<file path="config.mk">
export PLATFORM = sky130hd
export DESIGN_NAME = pad_dir_sequencer
export DESIGN_NICKNAME = d
export VERILOG_FILES = /design/src/rtl/pad_dir_sequencer.sv
export SDC_FILE = /design/constraint.sdc
export NUM_CORES = 1
export LEC_CHECK = 0
export BUFFER_PORTS_ARGS = -buffer_cell sky130_fd_sc_hd__clkbuf_2
export CAP_MARGIN = 20
export CORE_AREA = 2 2 115 200
export DETAILED_ROUTE_END_ITERATION = 8
export DIE_AREA = 0 0 117 202
export MAX_ROUTING_LAYER = met4
export PLACE_DENSITY_LB_ADDON = 0.1
export SETUP_SLACK_MARGIN = 0.4
export SLEW_MARGIN = 20
export SYNTH_ARGS = -nofsm -noshare
export SYNTH_HDL_FRONTEND = slang
export SYNTH_SLANG_ARGS = --single-unit
</file>
<file path="constraint.sdc">
create_clock -name clk -period 2.9 [get_ports clk]
set_input_delay 0.58 -clock clk [delete_from_list [all_inputs] [get_ports clk]]
set_output_delay 0.58 -clock clk [all_outputs]
set_load 0.05 [all_outputs]
</file>
<file path="src/rtl/pad_dir_sequencer.sv">
// Pad direction sequencer: moves one pad at a time between off/input/output/bidir,
// always parking it in the off state for SETTLE cycles before applying the new mode.
module pad_dir_sequencer #(
  parameter int unsigned SETTLE = 4
) (
  input  logic       clk,
  input  logic       nreset,
  input  logic       req_valid,
  output logic       req_ready,
  input  logic [1:0] req_side,
  input  logic [3:0] req_pad,
  input  logic [1:0] req_mode,
  input  logic       safe_all,
  output logic       resp_valid,
  output logic       resp_err,
  output logic       busy,
  output logic [8:0] we_ie,
  output logic [8:0] no_ie,
  output logic [8:0] so_ie,
  output logic [8:0] ea_ie,
  output logic [8:0] we_oen,
  output logic [8:0] no_oen,
  output logic [8:0] so_oen,
  output logic [8:0] ea_oen
);

  localparam logic [1:0] ST_IDLE = 2'd0;
  localparam logic [1:0] ST_SAFE = 2'd1;
  localparam logic [1:0] ST_RESP = 2'd2;

  localparam logic [1:0] MODE_OFF = 2'd0;

  logic [1:0] state;
  logic [3:0] cnt;
  logic [1:0] side_q;
  logic [3:0] pad_q;
  logic [1:0] mode_q;
  logic       err_q;
  logic       accept;
  logic       settle_done;
  logic [1:0] cur_mode;

  // Mode encoding is chosen so that bit 0 is ie and bit 1 is ~oen.
  logic [1:0] pad_mode [4][9];

  assign req_ready   = (state == ST_IDLE) && !safe_all;
  assign accept      = req_valid && req_ready;
  assign busy        = (state != ST_IDLE);
  assign settle_done = (state == ST_SAFE) && (cnt == 4'd0);

  always_comb begin
    cur_mode = MODE_OFF;
    for (int unsigned s = 0; s < 4; s++) begin
      for (int unsigned p = 0; p < 9; p++) begin
        if (req_side == 2'(s) && req_pad == 4'(p)) cur_mode = pad_mode[s][p];
      end
    end
  end

  always_ff @(posedge clk or negedge nreset) begin
    if (!nreset) begin
      state      <= ST_IDLE;
      cnt        <= '0;
      side_q     <= '0;
      pad_q      <= '0;
      mode_q     <= '0;
      err_q      <= 1'b0;
      resp_valid <= 1'b0;
      resp_err   <= 1'b0;
    end else begin
      resp_valid <= (state == ST_RESP);
      resp_err   <= (state == ST_RESP) && err_q;
      case (state)
        ST_IDLE: begin
          if (accept) begin
            side_q <= req_side;
            pad_q  <= req_pad;
            mode_q <= req_mode;
            if (req_pad > 4'd8) begin
              err_q <= 1'b1;
              state <= ST_RESP;
            end else if (cur_mode == req_mode) begin
              err_q <= 1'b0;
              state <= ST_RESP;
            end else begin
              err_q <= 1'b0;
              cnt   <= 4'(SETTLE - 1);
              state <= ST_SAFE;
            end
          end
        end
        ST_SAFE: begin
          if (safe_all) begin
            err_q <= 1'b1;
            cnt   <= '0;
            state <= ST_RESP;
          end else if (cnt == 4'd0) begin
            state <= ST_RESP;
          end else begin
            cnt <= cnt - 4'd1;
          end
        end
        ST_RESP: state <= ST_IDLE;
        default: state <= ST_IDLE;
      endcase
    end
  end

  // safe_all outranks both the park-on-accept and the final mode apply.
  always_ff @(posedge clk or negedge nreset) begin
    if (!nreset) begin
      for (int unsigned s = 0; s < 4; s++) begin
        for (int unsigned p = 0; p < 9; p++) pad_mode[s][p] <= MODE_OFF;
      end
    end else begin
      for (int unsigned s = 0; s < 4; s++) begin
        for (int unsigned p = 0; p < 9; p++) begin
          if (safe_all) begin
            pad_mode[s][p] <= MODE_OFF;
          end else if (accept && req_side == 2'(s) && req_pad == 4'(p) &&
                       req_mode != pad_mode[s][p]) begin
            pad_mode[s][p] <= MODE_OFF;
          end else if (settle_done && side_q == 2'(s) && pad_q == 4'(p)) begin
            pad_mode[s][p] <= mode_q;
          end
        end
      end
    end
  end

  always_comb begin
    we_ie = '0; no_ie = '0; so_ie = '0; ea_ie = '0;
    we_oen = '1; no_oen = '1; so_oen = '1; ea_oen = '1;
    for (int unsigned p = 0; p < 9; p++) begin
      we_ie[p]  = pad_mode[0][p][0];
      no_ie[p]  = pad_mode[1][p][0];
      so_ie[p]  = pad_mode[2][p][0];
      ea_ie[p]  = pad_mode[3][p][0];
      we_oen[p] = ~pad_mode[0][p][1];
      no_oen[p] = ~pad_mode[1][p][1];
      so_oen[p] = ~pad_mode[2][p][1];
      ea_oen[p] = ~pad_mode[3][p][1];
    end
  end

endmodule

</file>
==> reports/summary.txt <==
Chip width: 117 µm
Port bufs: 87
Mapped Cells: 810
Simple logic cell fraction of the synthesized area: 22.8%
Arrival time worst endpoint: 2640 ps
XOR/XNOR share of the synthesized area: 9.70%
Worst skew pair latency: 360 ps
Routed Antenna Nets: 0
Io pins: 88
Tot Pwr: 3.21 mW
Post-synth top area share: 34.3%
Setup TNS: 0 ps
Per-cell routed wire length: 20.4 µm
Fin. Hold Viols: 0
Clock Sinks: 89
Class of the tightest hold or removal check: input pin to async pin
Clock root cell: clkbuf_16
Drt total wl: 24200 µm
Synth Area in Compound Gates: 14.6%
Top cells by count, synth: nand2_1 (134), dfrtp_1 (89), a21oi_1 (65)
Synth unique cells: 60
Core area: 22100 µm²
Nets@finish: 900
Drt pass-1 iters: 5
Hold buffers post-CTS: 0
Max Cap Viol: 0
Die area: 23600 µm²
Vias/cell: 4.99
Most common cell in the netlist: nand2_1
Yosys reg bits: 89
Most common flop cell mapped by yosys: dfrtp_1
CP max FO: 12
CTS tree: done
P_leak: 3.37 nW
Drt drc: 0
Pin count of the biggest net entering global routing: 49
Setup repair after global routing missed its margin: false
Global route overflow: 0
Antenna diode count: 0
Final Max Tran Viols: 0
Syn Std Cell Area: 6500 µm²
Site Rows: 72
Crit path buffers/inverters: 4
Max Root-Sink Buffers: 2
Mux cell area share after synthesis: 7.78%
H-tree levels: 3
Critical path's top delay family: simple AND/OR/NAND/NOR gates
Clock Pin Slew Worst Setup and Hold Paths: 60 ps
CP peak stage delay: 340 ps
First-pass GRT wire length: 36800 µm
Register area: 2230 µm²
Mean Syn Cell Area: 8.03 µm²
Gpl congestion: 0.915
Fmax achieved: 0.423 GHz
Critical path capture point type: flop
Synth Area in Adders: 0.192%
Worst-margin pin slew: 753 ps
CTS Buf Count: 9
Leading area contributor after synthesis: dfrtp_1
Initial drt markers: 321
Slew HR: 49.4%
Vias in the first global route: 5922
FILL cells: 2352
Area of the multi-input gates: 3620 µm²
Clk_skew: 7.67 ps
Worst IR drop on VDD: 0.276 mV
Final setup fails: 0
Detailed-route via count: 5918
CP most frequent cell: buf_4
CP required: 3180 ps
Largest family of logic cells by synthesized area: simple AND/OR/NAND/NOR gates
Crit start category: input pin
CP max-delay cell: nor4b_2
Post-synth EDFFs: 0
Placed Instances: 1171
Vert. Die Dim: 202 µm
Final std cells w/o fill: 1185
Post-synthesis async set-or-reset flop share: 100%
Initial Utilization: 29.5%
Gr usage total: 21.6%
Crit path kind: input pin to flop
Period minus WS final: 2360 ps
Worst-path cell chain: clkbuf_4, buf_12, buf_4, nor4b_2, buf_4, a32oi_1, a21oi_1, a211oi_2, or3_1, and4_4, o21ai_1
Synth area leaders: dfrtp_1 (34%), xor2_1 (8.6%), nand2_1 (7.7%), mux2i_1 (6.2%), a21oi_1 (5.0%)
Part of the cycle the worst path needs: 81.5%
Initial antenna violation count: 0
Share of cells above drive strength 1: 20.8%
Post-DP HPWL: 18700 µm
YS warnings: 0
Area Growth Syn to Fin: 17.5%
Post-CTS Setup Bufs: 0
Synthesized Nets: 823
Cell Pwr Density: 420 nW/µm²
Status: completed
Register area share after synthesis: 34.3%
logic make-up after synthesis:
kind of cell    Yosys count
buf+inv                 132
compound gates          152
mux                      46
xor+xnor                 72
flops                    89
fa+ha+maj                 1
simple gates            318
final cells by class:
class | instances | area share [%]
multi-input combinational | 589 | 47.5
sequential | 89 | 29.2
timing repair buffer | 152 | 13.0
tap | 296 | 4.85
clock buffer | 12 | 3.23
inverter | 46 | 2.26
clock inverter | 1 | 0.0655
what timing repair did:
action | CTS | global route
gates resized for setup | 0 | 16
endpoints found under the setup margin | 0 | 6
hold endpoints to repair | 0 | 0
layout by cell type, fill, tap and decap left out, types with 4 or more instances in the layout:
cell type | netlist | layout
a21oi_1 | 65 | 64
a31oi_1 | 4 | 4
buf_4 | 41 | 62
clkbuf_16 | 0 | 10
clkbuf_2 | 0 | 82
clkbuf_4 | 0 | 4
dfrtp_1 | 89 | 89
inv_1 | 46 | 46
mux2i_1 | 40 | 40
nand2_1 | 134 | 134
nand2b_1 | 8 | 8
nand3_1 | 56 | 56
nor2_1 | 61 | 61
nor2b_1 | 11 | 11
nor3_1 | 16 | 16
nor4_1 | 6 | 5
o211ai_1 | 29 | 29
o21ai_0 | 20 | 19
o21ai_1 | 4 | 5
o22ai_1 | 4 | 4
xnor2_1 | 8 | 8
xor2_1 | 64 | 64
worst reg2reg max path: stages, from the launching register on:
cell,delay (ps)
dfrtp_1,450
or2_2,350
or2_2,460
nor2_1,450
o21ai_0,150
o21ai_0,290
a21oi_1,80
final timing paths:
check | startpoint | to | slack, ps | cells past startpoint
hold / removal | nreset | ea_ie[2]$_DFFE_PN0P_ | 220 | 1
max in group asynchronous | nreset | so_ie[8]$_DFFE_PN0P_ | 2000 | 2
hold reg to reg | state[0]$_DFFE_PN0P_ | resp_valid$_DFF_PN0_ | 500 | 1
setup / recovery | req_pad[0] | cnt[0]$_DFFE_PN0P_ | 540 | 11
min in group clk | state[0]$_DFFE_PN0P_ | resp_valid$_DFF_PN0_ | 500 | 1
setup reg to reg | state[1]$_DFFE_PN0P_ | so_ie[8]$_DFFE_PN0P_ | 540 | 6
flip-flops by register name (all words and copies together), names as in the netlist:
name / count
mode_q: 2
ea_ie: 9
side_q: 2
err_q: 1
so_ie: 9
state: 2
no_ie: 9
pad_q: 4
we_ie: 9
resp_valid: 1
resp_err: 1
pad_mode: 36
cnt: 4
metal layers:
metal	part of all wire, %	track usage [%]	up-vias
met4	3.2	8.11	0
met3	3.6	2.76	30
li1	-	-	2882
met1	41	25.3	2885
met2	53	37.1	121
met5	0	-	-
through the flow:
stage	hold WS [ps]	setup WS [ps]	area, µm²	utilization [%]
3_3_place_gp	508	85.2	7320	33.2
5_1_grt	264	401	7640	34.6
2_1_floorplan	284	557	6500	-
6_report	220	537	7640	34.6
3_5_place_dp	504	118	7320	33.2
4_1_cts	243	466	7570	34.3
where the power goes:
part	internal (mW)	total [mW]	switching, mW
Clock	0.589	1.06	0.476
Sequential	1.30	1.37	0.0710
Combinational	0.249	0.774	0.525
(Power assumes the default switching activity.)
